### src/rtl/cache_2way.sv
// 2-way set-associative write-through data cache, one 32-bit word per line, LRU replacement.
// Optional hit/miss counters are enabled by defining CACHE_STATS_EN.
//
// state   | meaning
// IDLE    | lookup of the incoming request; read hits complete from here
// RD_MISS | waiting for the memory read that fills the victim way
// WR_THRU | waiting for the memory write of a store (hit or miss)
module cache_2way #(
  parameter int SET_BITS = 3,
  parameter int ADDR_W   = 32
) (
  input  logic              clk,
  input  logic              rst,
  input  logic              cpu_req,
  input  logic              cpu_we,
  input  logic [ADDR_W-1:0] cpu_addr,
  input  logic [31:0]       cpu_wdata,
  output logic [31:0]       cpu_rdata,
  output logic              cpu_ready,
  output logic              mem_req,
  output logic              mem_we,
  output logic [ADDR_W-1:0] mem_addr,
  output logic [31:0]       mem_wdata,
  input  logic [31:0]       mem_rdata,
  input  logic              mem_ack
`ifdef CACHE_STATS_EN
  ,
  output logic [31:0]       hit_count,
  output logic [31:0]       miss_count
`endif
);
  localparam int SETS  = 2**SET_BITS;
  localparam int TAG_W = ADDR_W - 2 - SET_BITS;

  typedef enum logic [1:0] {IDLE, RD_MISS, WR_THRU} state_t;
  state_t state;

  logic [TAG_W-1:0]    tag_mem  [SETS][2];
  logic [31:0]         data_mem [SETS][2];
  logic [1:0]          valid    [SETS];
  logic [SETS-1:0]     lru;

  logic [SET_BITS-1:0] req_set, l_set;
  logic [TAG_W-1:0]    req_tag, l_tag;
  logic [1:0]          hit_vec;
  logic                hit, hit_way, victim, accept, wr_hit, fill;
  logic                unused_addr_bits;

  assign req_set = cpu_addr[SET_BITS+1:2];
  assign req_tag = cpu_addr[ADDR_W-1:SET_BITS+2];
  // mem_addr doubles as the latched request address while a miss or store is in flight
  assign l_set   = mem_addr[SET_BITS+1:2];
  assign l_tag   = mem_addr[ADDR_W-1:SET_BITS+2];
  assign unused_addr_bits = ^cpu_addr[1:0];

  always_comb begin
    hit_vec[0] = valid[req_set][0] && (tag_mem[req_set][0] == req_tag);
    hit_vec[1] = valid[req_set][1] && (tag_mem[req_set][1] == req_tag);
    hit        = |hit_vec;
    hit_way    = hit_vec[1];
    if (!valid[l_set][0])      victim = 1'b0;
    else if (!valid[l_set][1]) victim = 1'b1;
    else                       victim = lru[l_set];
    accept = (state == IDLE) && cpu_req;
    wr_hit = accept && cpu_we && hit;
    fill   = (state == RD_MISS) && mem_ack;
  end

  // tag/data storage needs no reset: valid bits gate every use
  always_ff @(posedge clk) begin
    if (wr_hit) data_mem[req_set][hit_way] <= cpu_wdata;
    if (fill) begin
      tag_mem[l_set][victim]  <= l_tag;
      data_mem[l_set][victim] <= mem_rdata;
    end
  end

  always_ff @(posedge clk or negedge rst) begin
    if (!rst) begin
      state     <= IDLE;
      for (int s = 0; s < SETS; s++) valid[s] <= 2'b00;
      lru       <= '0;
      cpu_rdata <= '0;
      cpu_ready <= 1'b0;
      mem_req   <= 1'b0;
      mem_we    <= 1'b0;
      mem_addr  <= '0;
      mem_wdata <= '0;
    end else begin
      cpu_ready <= 1'b0;
      unique case (state)
        IDLE: if (cpu_req) begin
          if (hit) lru[req_set] <= ~hit_way;
          if (cpu_we || !hit) begin
            mem_req   <= 1'b1;
            mem_we    <= cpu_we;
            mem_addr  <= {cpu_addr[ADDR_W-1:2], 2'b00};
            mem_wdata <= cpu_wdata;
            state     <= cpu_we ? WR_THRU : RD_MISS;
          end else begin
            cpu_rdata <= data_mem[req_set][hit_way];
            cpu_ready <= 1'b1;
          end
        end
        RD_MISS: if (mem_ack) begin
          valid[l_set][victim] <= 1'b1;
          lru[l_set]           <= ~victim;
          cpu_rdata            <= mem_rdata;
          cpu_ready            <= 1'b1;
          mem_req              <= 1'b0;
          state                <= IDLE;
        end
        WR_THRU: if (mem_ack) begin
          cpu_ready <= 1'b1;
          mem_req   <= 1'b0;
          state     <= IDLE;
        end
        default: state <= IDLE;
      endcase
    end
  end

`ifdef CACHE_STATS_EN
  always_ff @(posedge clk or negedge rst) begin
    if (!rst) begin
      hit_count  <= '0;
      miss_count <= '0;
    end else if (accept) begin
      if (hit) hit_count  <= hit_count + 32'd1;
      else     miss_count <= miss_count + 32'd1;
    end
  end
`endif

endmodule

### config.mk
export PLATFORM = sky130hd
export DESIGN_NAME = cache_2way
export DESIGN_NICKNAME = d
export VERILOG_FILES = /design/src/rtl/cache_2way.sv
export SDC_FILE = /design/constraint.sdc
export NUM_CORES = 1
export LEC_CHECK = 0
export ABC_CLOCK_PERIOD_IN_PS = 6950
export CORE_UTILIZATION = 45
export CTS_CLUSTER_DIAMETER = 120
export DETAILED_ROUTE_END_ITERATION = 7
export GPL_TIMING_DRIVEN = 0
export PLACE_DENSITY_LB_ADDON = 0.2
export REMOVE_ABC_BUFFERS = 1
export SYNTH_ARGS = -nofsm -noshare
export SYNTH_HDL_FRONTEND = slang
export SYNTH_SLANG_ARGS = --single-unit
export TNS_END_PERCENT = 10
### constraint.sdc
create_clock -name clk -period 6.95 [get_ports clk]
set_input_delay 0.695 -clock clk [delete_from_list [all_inputs] [get_ports clk]]
set_output_delay 0.695 -clock clk [all_outputs]
set_load 0.1 [all_outputs]
* Word level (Yosys, flattened, before mapping)
Memories as Yosys holds them, arrays and structs flattened.
Cells that the tools add are included.
** Operators by class
- Reductions and logical operators :: 26
- Bitwise gates (word level) :: 7
- Equality and inequality tests :: 10
- Magnitude comparators :: 13
- Mux-type cells :: 58
** Operator list (count)
- 32-bit two-way mux :: 8
- 64-bit two-way mux :: 4
- 32-bit demux with 1-bit select :: 2
- 32-bit one-hot mux with 2 select lines :: 1
- 64-bit OR reduction :: 1
- 27-bit == test :: 2
- 54-bit two-way mux :: 1
- 27-bit demux with 1-bit select :: 1
- 27-bit two-way mux :: 1
- 8-bit two-way mux :: 3
- 2-bit two-way mux :: 9
- 8-bit bitwise mux :: 2
- 16-bit bitwise OR :: 1
- 8-bit one-hot mux with 2 select lines :: 1
- 1-bit two-way mux :: 14
- 2-bit binary-select mux with 3-bit select :: 2
- 1-bit logical AND :: 12
- 4-bit AND reduction :: 3
- 4-bit greater-or-equal comparator (second input constant) :: 2
- 3-bit by 4-bit < comparator with 1-bit output (second input constant) :: 2
- 2-bit != test (second input constant) :: 4
- 3-bit inverter with 4-bit output :: 2
- 1-bit demux with 3-bit select :: 2
- 2-bit demux with 3-bit select :: 1
- other kinds (23) :: 33
** Word-level totals
- Flip-flop bits (word level) :: 123
- RAM bits :: 944
- Memories kept :: 2
- Output and inout bits :: 99
- Word-level logic and storage cells :: 132
** Memories
- data_mem :: depth 8, width 64, rd ports 1, clocked after Yosys merged registers in 0, write ports 1, RTL line 39 : logic [31:0] data_mem [SETS][2];
- tag_mem :: depth 8, width 54, rd ports 1, clocked after Yosys merged registers in 0, write ports 1, RTL line 38 : logic [TAG_W-1:0] tag_mem [SETS][2];

* Depth between registers and ports, before layout
Gate-level depths: netlist (run 1).
- Depth in word-level cells :: 14
- Gate-level depth with buffers :: 16
- Gate-level depth less buffers :: 10

* Least setup slack after synthesis (run 1)
Ideal clock, no wire load.
- Path type :: input port to flip-flop
- Start :: input cpu_addr[4]
- End :: memory data_mem[0][32] (netlist bit) (enable)
- Stages :: 13
- Data arrival time :: 4719 ps
- Data required time :: 6529 ps
- Buffers on the path :: 3
- Library setup time :: 421 ps
- Setup slack :: 1810 ps
- Cells stage by stage :: buf_2 > buf_4 > buf_1 > mux4_2 > mux2i_1 > xnor2_1 > nor4_1 > nand2_1 > nor4_2 > nand3_1 > or3_1 > a21o_1 > nor2_1
** Between the ends
- Longest elaborated chain between the ends :: 12
** RTL lines
- start, declared :: RTL line 16 : input logic [ADDR_W-1:0] cpu_addr,
- parallel branches: the longest is 12 deep, another holds memory 8 x 54 bit
- end, declared :: RTL line 39
Several ways; the timed one is not identified. The select of a mux whose other input is x is not followed.

* Worst setup path after layout (run 1)
- Start :: input cpu_addr[4]
- End :: memory data_mem[0][9] (netlist bit) (enable)
The elaborated chain is that of the path after synthesis.

==> metrics.txt, run 1 <==
DRC viols 0; Detailed Route Iter0 Violations 2,586; dpl ws -459 ps; routability congestion estimate 0.796; CTS buffer count 108; die height 310 um; Final Cycle Share 0.951; sequential share of the synthesized area 0.737; setup total negative slack 0 ps; VDD IR max 468 uV; clock transition at the registers of the reported paths 60 ps; global route total overflow 0; CTS tree yes; H-tree Lvls 3; CTS root buffer clkbuf_16; Slew @ Worst Pin 1460 ps; Setup Skew 28.5 ps; top cell type's share of synthesized area 0.664; startpoint types input pin; # rows 112; antenna violations before repair 1; Avg WL per Cell 28.6 um; final hold violation count 0; FF+latch area 0.0314 mm2; leak pwr 17.3 nW; Core ar. 0.0936 mm2; I/O Pins 200; Fillers 7,477; RSZ-0062 raised after global routing no; synthesized flop and latch total 1,067; Area Overhead vs Synth 19.6%; Final Setup Violations 0; cell with the most instances after synthesis edfxtp_1; clk_lat worst skew 690 ps; Hold WS 486 ps; Slew Limit Headroom 0.0264; Die Wd 310 um; 1st-pass router iterations 5; Synth area leader edfxtp_1; ys flop type edfxtp_1; maxcap violations 0; Resize count post-CTS 0; global-route wire length before repair 171,000 um; HP Class register to register; Total GRT Usage 0.247; DP HPWL 71,100 um; Cell Area, Synth 0.0427 mm2; crit path max fanout 91; Syn Inst Count 2,553; Post-synth EDFFs 944; Detail Route Antenna Nets 0; Yosys cell types 71; DR vias 24,700; Routed Wire Length 118,000 um; fmax 151 MHz; vias per cell 5.99; post-layout net count 2,880; pwr/cell area 385 mW/mm2; crit path capture type register; Post-synth top cells edfxtp_1 (944), mux2i_1 (213), nand2_1 (174); worst setup path category input pin to register; synthesized area per cell 16.7 um2; PnR worst setup slack 339 ps; fin crit period 6610 ps; max-slew violations 0; vias in the first global route 25,000; CP required 7310 ps; CTS Sinks 1,067; die area 0.0960 mm2; status finished clean; top area cells in the synthesized netlist edfxtp_1 (66%), dfrtp_1 (7.2%), mux2i_1 (5.0%); largest net degree at the start of global routing 105; Initial Util 0.456; critical path arrival 6970 ps; deepest clock path buffer count 3; layout cells sized above 1 0.177; asr flop ratio synth 0.115; I/O Buffers 195; yosys warns 0; multi-input logic area 0.0107 mm2
==> cells in the final DEF, fill, tap and decap left out, types with 10 or more instances in the layout <==
cell and n:
a22o_1 15, nand2_1 173, nor2_1 66, mux2i_1 213, clkinv_2 19, o211ai_1 12
o221ai_1 17, clkbuf_16 111, mux2_2 115, o21ai_0 82, clkbuf_8 16, xnor2_1 37
nor4_1 10, inv_1 40, a31oi_1 11, nor3_1 12, or2_2 18, clkinv_1 15
mux4_2 70, bufinv_16 10, buf_16 26, a221oi_1 75, o22ai_1 23, clkdlybuf4s50_1 191
a221o_1 17, clkbuf_1 23, nor2_4 35, dfrtp_1 123, buf_12 35, a21oi_1 86
nand3_1 16, a22oi_1 53, edfxtp_1 944
==> power by group <==
group | total, mW | switching, mW | leakage (nW) | internal [mW]
clock network | 5.89 | 2.43 | 1.77 | 3.46
registers | 8.66 | 0.598 | 9.97 | 8.06
logic | 5.10 | 3.71 | 5.58 | 1.39
total | 19.7 | 6.74 | 17.3 | 12.9
==> area by class of cell <==
class	count	share of cell area
flip-flops and latches	1067	0.616
multi-input cells	1286	0.210
repair buffers	269	0.0694
clock buffers	150	0.0604
well taps	1254	0.0307
clock inverters	53	0.0106
inverters	44	0.00331
diodes	2	0.0000981
==> timing repair <==
action | in CTS | in global routing
hold buffers | 1 | 0
setup endpoints to repair | 0 | 0
hold endpoints to repair | 12 | 0
setup buffers | 0 | 0
==> per-stage QoR <==
stage / instance area, um2 / power [mW] / util / instances
floorplan: 41900 / 12.1 / - / 2397
global placement: 45500 / 13.8 / 0.486 / 3846
detailed placement: 47400 / 13.9 / 0.506 / 3919
CTS: 51000 / 19.8 / 0.545 / 4123
global route: 51000 / 20.3 / 0.545 / 4123
finish: 51000 / 19.7 / 0.545 / 4125
==> metal layers <==
metal	global-route usage	share of wire	vias to the layer above
met1	0.329	0.40	12900
met3	0.0437	0.071	212
li1	-	-	10500
met4	0.0771	0.031	0
met2	0.413	0.49	1031
met5	0	0	-
==> logic make-up after synthesis <==
| logic type | count (synthesis) | synth area share |
|---|---|---|
| xor gates and xnor gates | 44 | 0.00903 |
| other | 1 | 0.0000879 |
| buffers and inverters | 201 | 0.0209 |
| and+or+nand+nor | 378 | 0.0389 |
| muxes | 406 | 0.119 |
| adders and majority gates | 3 | 0.000880 |
| DFF | 1067 | 0.737 |
| AOI/OAI and AO/OA | 453 | 0.0742 |
==> worst paths after layout <==
| path | slack (ps) | from | cells after the start | endpoint |
|---|---|---|---|---|
| max reg2reg | 1800 | tag_mem[1][3] | 10 | data_mem[0][9] |
| max | 340 | cpu_addr[4] | 11 | data_mem[0][9] |
| min | 490 | valid[15] | 1 | valid[15] |
| min in group asynchronous | 540 | rst | 2 | mem_addr[20] |
| max in group asynchronous | 5520 | rst | 3 | cpu_rdata[7] |
| min reg2reg | 490 | valid[15] | 1 | valid[15] |
==> critical path, cell delays in order <==
cell and delay, ps:
buf_8 250, buf_16 360, inv_2 1190, o22ai_1 280, a2111oi_0 990, nand4_1 370, or3_1 810, o21ai_0 440
nand2_1 320, nor2_4 720, buf_12 300
==> flip-flops by register name, summed over array words and instances (netlist names) <==
name,flops
cpu_rdata,32
cpu_ready,1
data_mem,512
lru,8
mem_addr,30
mem_req,1
mem_wdata,32
mem_we,1
state,2
tag_mem,432
valid,16
Power figures use the tool's default switching activity.
==> run 2, diff against run 1 <==
--- a/config.mk
+++ b/config.mk
@@ -6,11 +6,11 @@
 export NUM_CORES = 1
 export LEC_CHECK = 0
 export ABC_CLOCK_PERIOD_IN_PS = 6950
+export CORE_MARGIN = 4
 export CORE_UTILIZATION = 45
 export CTS_CLUSTER_DIAMETER = 120
 export DETAILED_ROUTE_END_ITERATION = 7
 export GPL_TIMING_DRIVEN = 0
-export PLACE_DENSITY_LB_ADDON = 0.2
 export REMOVE_ABC_BUFFERS = 1
 export SYNTH_ARGS = -nofsm -noshare
 export SYNTH_HDL_FRONTEND = slang
==> run 2 against run 1 <==
  * Core utilization fell by 0.28 points
  * First-iteration DRC count is 1.7% lower
  * Non-clock buffer count is 8 higher
  * Sequential share of layout area up 0.23 points
  * Flip-flop and latch count unchanged
  * Combinational power about the same
  * Hold slack about the same
  * Highest routed layer unchanged
==> metrics.txt, run 2 (synthesis results as in run 1) <==
status finished clean; Worst Hold Depth 1 (unchanged); RSZ-0062 raised after global routing no; flop2flop setup slack 1750 ps (-50 ps); CP delay by family, top simple AND/OR/NAND/NOR gates; DR vias 24,700 (-0.26%); H-tree Lvls 3 (unchanged); placed cell count 3,918 (-0.026%); Slew Limit Headroom 0.0273 (+0.000924); CTS tree yes; most frequent cells in the layout edfxtp_1 (944), mux2i_1 (213), clkdlybuf4s50_1 (191); Avg WL per Cell 29.1 um (+1.6%); vias per cell 5.97 (-0.38%); top flop regs data_mem: 512 flops, tag_mem: 432 flops; clock transition at the registers of the reported paths 60 ps (about the same); CP Buf/Inv Count 5 (+1); startpoint types input pin; VDD IR max 367 uV (-22%); Total GRT Usage 0.239 (-0.00846); pwr/cell area 382 mW/mm2 (-0.81%); Largest Register data_mem; fmax 152 MHz (+0.47%); Fillers 7,302 (-2.3%); max-slew violations 0 (unchanged); number of flip-flops in the largest register 512 (unchanged); 1st-pass router iterations 5 (unchanged); fin cells 4,130 (+0.12%); Slew @ Worst Pin 1460 ps (-1.38 ps); Core ar. 0.0937 mm2 (+0.15%); I/O Pins 200 (unchanged); global-route wire length before repair 173,000 um (+1.2%); multi-input logic area 0.0107 mm2 (about the same); CP dominant cell by count buf_16; vias in the first global route 24,900 (-0.42%); # rows 112 (unchanged); HP Class register to register; Area Overhead vs Synth 19.2%; die area 0.0998 mm2 (+3.9%); DP HPWL 72,400 um (+1.8%); leak pwr 17.2 nW (-0.45%); critical path arrival 6950 ps (-20 ps); global route total overflow 0 (unchanged); clk_lat worst skew 690 ps (about the same); CTS buffer count 108 (unchanged); Die Wd 316 um (+1.9%); worst reg2reg path depth 10 (unchanged); FF+latch area 0.0314 mm2 (unchanged); most common cell after layout, fill and taps aside edfxtp_1; crit path capture type register; setup total negative slack 0 ps (unchanged); CTS root buffer clkbuf_16; Worst R2R Start tag_mem[6][3]; Cell Chain, Critical Path buf_8, buf_16, buf_16, nor2b_4, buf_16, a22oi_1, o211ai_1, xor2_1, nor4_1, nand2_1, or3_1, o21ai_0, nand2_1, nor2_4, buf_12; maxcap violations 0 (unchanged); antenna violations before repair 2 (+1); layout cells sized above 1 0.174 (-0.00321); CP required 7320 ps (about the same); CTS Sinks 1,067 (unchanged); PnR worst setup slack 370 ps (+30.9 ps); post-layout net count 2,888 (+0.28%); final hold violation count 0 (unchanged); fin crit period 6580 ps (-30.9 ps); Routed Wire Length 120,000 um (+1.8%); Critical-path top delay cell or3_1; R2R Path End data_mem[7][23]; I/O Buffers 195 (unchanged); routability congestion estimate 0.778 (-2.2%); fin area 0.0509 mm2 (-0.37%); Final Cycle Share 0.947 (-0.00445); worst hold endpoint cpu_rdata[15]; Detail Route Antenna Nets 0 (unchanged); die height 316 um (+1.9%); Setup Skew 27.5 ps (-0.934 ps); crit path max fanout 90 (-1.1%); largest net degree at the start of global routing 112 (+6.7%); Post-DP Area 0.0473 mm2 (-0.15%); Detailed Route Iter0 Violations 2,541 (-1.7%); Initial Util 0.455 (-0.000681); DRC viols 0 (unchanged); deepest clock path buffer count 3 (unchanged); Final Core Density 0.542 (-0.00280); worst setup path category input pin to register; Worst Hold Launch cpu_rdata[15]; Crit path largest cell delay 740 ps (-450 ps); dpl ws -547 ps (-87.8 ps); Inserted Diodes 0 (-2); Final Setup Violations 0 (unchanged)
==> run 2: cell count changes in the layout (fill, tap and decap cells not counted), sizes merged <==
cell      previous run  this run
buf                 77        85
bufinv              10         8
clkbuf             150       151
clkinv              37        36
clkinvlp             5         3
diode                2         0
inv                 45        48
==> run 2: power by group <==
group | switching (mW) | internal [mW] | total, mW
Clock | 2.41 | 3.23 | 5.65
Combinational | 3.71 | 1.39 | 5.10
Sequential | 0.610 | 8.06 | 8.67
==> run 2: cell type report <==
type	count	area share
sequential	1067	0.618
multi-input combinational	1286	0.211
timing repair buffer	277	0.0698
clock buffer	151	0.0573
tap	1254	0.0309
clock inverter	51	0.0102
inverter	44	0.00332
==> run 2: worst register-to-register path, cell delays in order, from the launching register on <==
cell	delay (ps)
edfxtp_1	370
mux4_2	470
mux2i_1	170
xnor2_1	110
nor4_1	580
nand3_1	470
or3_1	900
o21ai_0	450
nand2_1	340
nor2_4	740
buf_12	280
==> run 2: worst max path at each step <==
stage	slack [ps]	depth (start not counted)	to	startpoint
floorplan	-640	10	cpu_rdata[14]	cpu_addr[4]
detailed placement	-550	14	data_mem[7][13]	cpu_addr[3]
global route	60	15	data_mem[7][23]	cpu_addr[3]
global placement	-30750	10	cpu_rdata[14]	cpu_addr[3]
CTS	160	14	data_mem[3][6]	cpu_addr[3]
finish	370	15	data_mem[7][23]	cpu_addr[3]
==> run 2: routing by layer <==
layer,vias to the layer above,share of wire,wire (um),global-route usage
met2,1031,0.49,58900,0.398
met3,258,0.065,7850,0.0341
met5,-,0,0,0
li1,10500,-,-,-
met1,12800,0.41,49000,0.323
met4,0,0.035,4230,0.0832
==> run 2: timing repair <==
action,in CTS,in global routing
hold endpoints to repair,49,0
resized for setup,0,2
setup buffers,0,9
hold buffers,1,0
setup endpoints to repair,0,112
==> run 2: stage by stage <==
| step | power, mW | hold WS, ps |
|---|---|---|
| after floorplan | 12.1 | 399 |
| after global placement | 13.8 | 471 |
| after detailed placement | 13.9 | 474 |
| after CTS | 19.6 | 493 |
| after global routing | 20.1 | 503 |
| final | 19.4 | 485 |
==> run 3, diff against run 2 <==
--- a/config.mk
+++ b/config.mk
@@ -11,7 +11,9 @@
 export CTS_CLUSTER_DIAMETER = 120
 export DETAILED_ROUTE_END_ITERATION = 7
 export GPL_TIMING_DRIVEN = 0
+export PLACE_DENSITY = 0.6
 export REMOVE_ABC_BUFFERS = 1
+export SKIP_LAST_GASP = 1
 export SYNTH_ARGS = -nofsm -noshare
 export SYNTH_HDL_FRONTEND = slang
 export SYNTH_SLANG_ARGS = --single-unit
==> run 3 against run 2 <==
  * The flow now finishes with violations (capacitance limit)
  * Clock skew shrank 0.69 ps
  * Setup slack lost 150 ps
  * Power is essentially flat
  * Hold slack is essentially flat
  * Critical endpoint unchanged
  * Highest routed layer unchanged
==> metrics.txt, run 3 (synthesis results as in run 1) <==
status finished with violations; violated checks capacitance limit; DR vias 24,600 (-0.13%); critical path arrival 7100 ps (+150 ps); number of flip-flops in the largest register 512 (unchanged); Slew @ Worst Pin 1470 ps (+15.7 ps); CTS tree yes; final hold violation count 0 (unchanged); vias per cell 5.96 (-0.13%); most frequent cells in the layout edfxtp_1 (944), mux2i_1 (213), clkdlybuf4s50_1 (191); Fillers 7,301 (-0.014%); global-route wire length before repair 173,000 um (unchanged); clock transition at the registers of the reported paths 60 ps (about the same); Setup Skew 26.8 ps (-0.686 ps); multi-input logic area 0.0107 mm2 (about the same); Routed Wire Length 120,000 um (about the same); fmax 149 MHz (-2.3%); FF+latch area 0.0314 mm2 (unchanged); Detail Route Antenna Nets 0 (unchanged); deepest clock path buffer count 3 (unchanged); Detailed Route Iter0 Violations 2,594 (+2.1%); fin crit period 6730 ps (+152 ps); Inserted Diodes 0 (unchanged); R2R Path End data_mem[7][23]; DRC viols 0 (unchanged); 1st-pass router iterations 6 (+1); CTS root buffer clkbuf_16; Final Cycle Share 0.969 (+0.0218); CTS Sinks 1,067 (unchanged); CP Buf/Inv Count 4 (-1); CP dominant cell by count buf_16; Final Core Density 0.542 (about the same); Cell Chain, Critical Path buf_8, buf_16, buf_16, nand2b_1, nor2_1, nor4_1, a2111oi_0, nand4_1, or3_1, o21ai_0, nand2_1, nor2_4, buf_12; DP HPWL 72,400 um (unchanged); Core ar. 0.0937 mm2 (unchanged); die area 0.0998 mm2 (unchanged); clk_lat worst skew 690 ps (about the same); Hold WS 485 ps (-0.0140 ps); top flop regs data_mem: 512 flops, tag_mem: 432 flops; VDD IR max 367 uV (about the same); routability congestion estimate 0.778 (unchanged); CTS buffer count 108 (unchanged); worst hold endpoint cpu_rdata[15]; Worst Hold Launch cpu_rdata[15]; Die Wd 316 um (unchanged); Largest Register data_mem; vias in the first global route 24,900 (unchanged); layout cells sized above 1 0.174 (unchanged); H-tree Lvls 3 (unchanged); max-slew violations 0 (unchanged); I/O Buffers 195 (unchanged); Avg WL per Cell 29.1 um (about the same); Slew Limit Headroom 0.0168 (-0.0105); Crit path largest cell delay 870 ps (+130 ps); worst reg2reg path depth 10 (unchanged); Critical-path top delay cell a2111oi_0; leak pwr 17.2 nW (about the same); worst setup path category input pin to register; post-layout net count 2,888 (unchanged); RSZ-0062 raised after global routing yes; Initial Util 0.455 (unchanged); antenna violations before repair 2 (unchanged); global route total overflow 0 (unchanged); PnR worst setup slack 219 ps (-152 ps); # rows 112 (unchanged); maxcap violations 1 (+1); crit path capture type register; most common cell after layout, fill and taps aside edfxtp_1; flop2flop setup slack 1640 ps (-110 ps); pwr/cell area 382 mW/mm2 (about the same); I/O Pins 200 (unchanged); HP Class register to register; CP delay by family, top simple AND/OR/NAND/NOR gates; dpl ws -547 ps (unchanged); Total GRT Usage 0.239 (unchanged); crit path max fanout 90 (unchanged); die height 316 um (unchanged); Worst R2R Start tag_mem[1][6]; Worst Hold Depth 1 (unchanged); startpoint types input pin; Area Overhead vs Synth 19.2% (about the same); Final Setup Violations 0 (unchanged); largest net degree at the start of global routing 112 (unchanged); CP required 7320 ps (about the same); Power Total 19.4 mW (about the same)
## run 3: cell count changes in the layout (fill, tap and decap cells not counted)
cell	change
a2111oi_1	-1
a2111oi_0	+1
## run 3: stage by stage
stage | std cells | TNS (ps) | cell area (um2)
3_3_place_gp | 3846 | - | 45500
2_1_floorplan | 2397 | -11350 | 41900
6_report | 4130 | 0 | 50900
4_1_cts | 4121 | 0 | 50800
5_1_grt | 4130 | -1600 | 50900
3_5_place_dp | 3918 | -85870 | 47300
## run 3: power by group
part / leakage [nW] / total, mW / switching, mW / internal, mW
Sequential: 9.97 / 8.67 / 0.611 / 8.06
Combinational: 5.60 / 5.10 / 3.70 / 1.39
Clock: 1.67 / 5.65 / 2.41 / 3.23
Total: 17.2 / 19.4 / 6.73 / 12.7
## run 3: routing by layer
metal,track usage,routed length [um],up-vias
met5,0,0,-
met3,0.0341,7780,261
met2,0.398,59000,1023
met1,0.323,49000,12800
met4,0.0832,4230,0
li1,-,-,10500
## run 3: how the worst max path moves through the flow
stage,start,to,depth (start not counted)
after CTS,cpu_addr[3],data_mem[3][6],14
after global routing,cpu_addr[3],data_mem[7][23],13
after floorplan,cpu_addr[4],cpu_rdata[14],10
after global placement,cpu_addr[3],cpu_rdata[14],10
after detailed placement,cpu_addr[3],data_mem[7][13],14
final,cpu_addr[3],data_mem[7][23],13
## run 3: layout make-up
type,count,share of cell area
clock buffers,151,0.0573
clock inverters,51,0.0102
inverters,44,0.00332
multi-input cells,1286,0.211
flip-flops and latches,1067,0.618
well taps,1254,0.0309
repair buffers,277,0.0698
## run 3: repair_timing
action	in CTS	in global routing
setup buffers	0	9
resized for setup	0	1
setup endpoints to repair	0	112
hold endpoints to repair	49	0
hold buffers	1	0
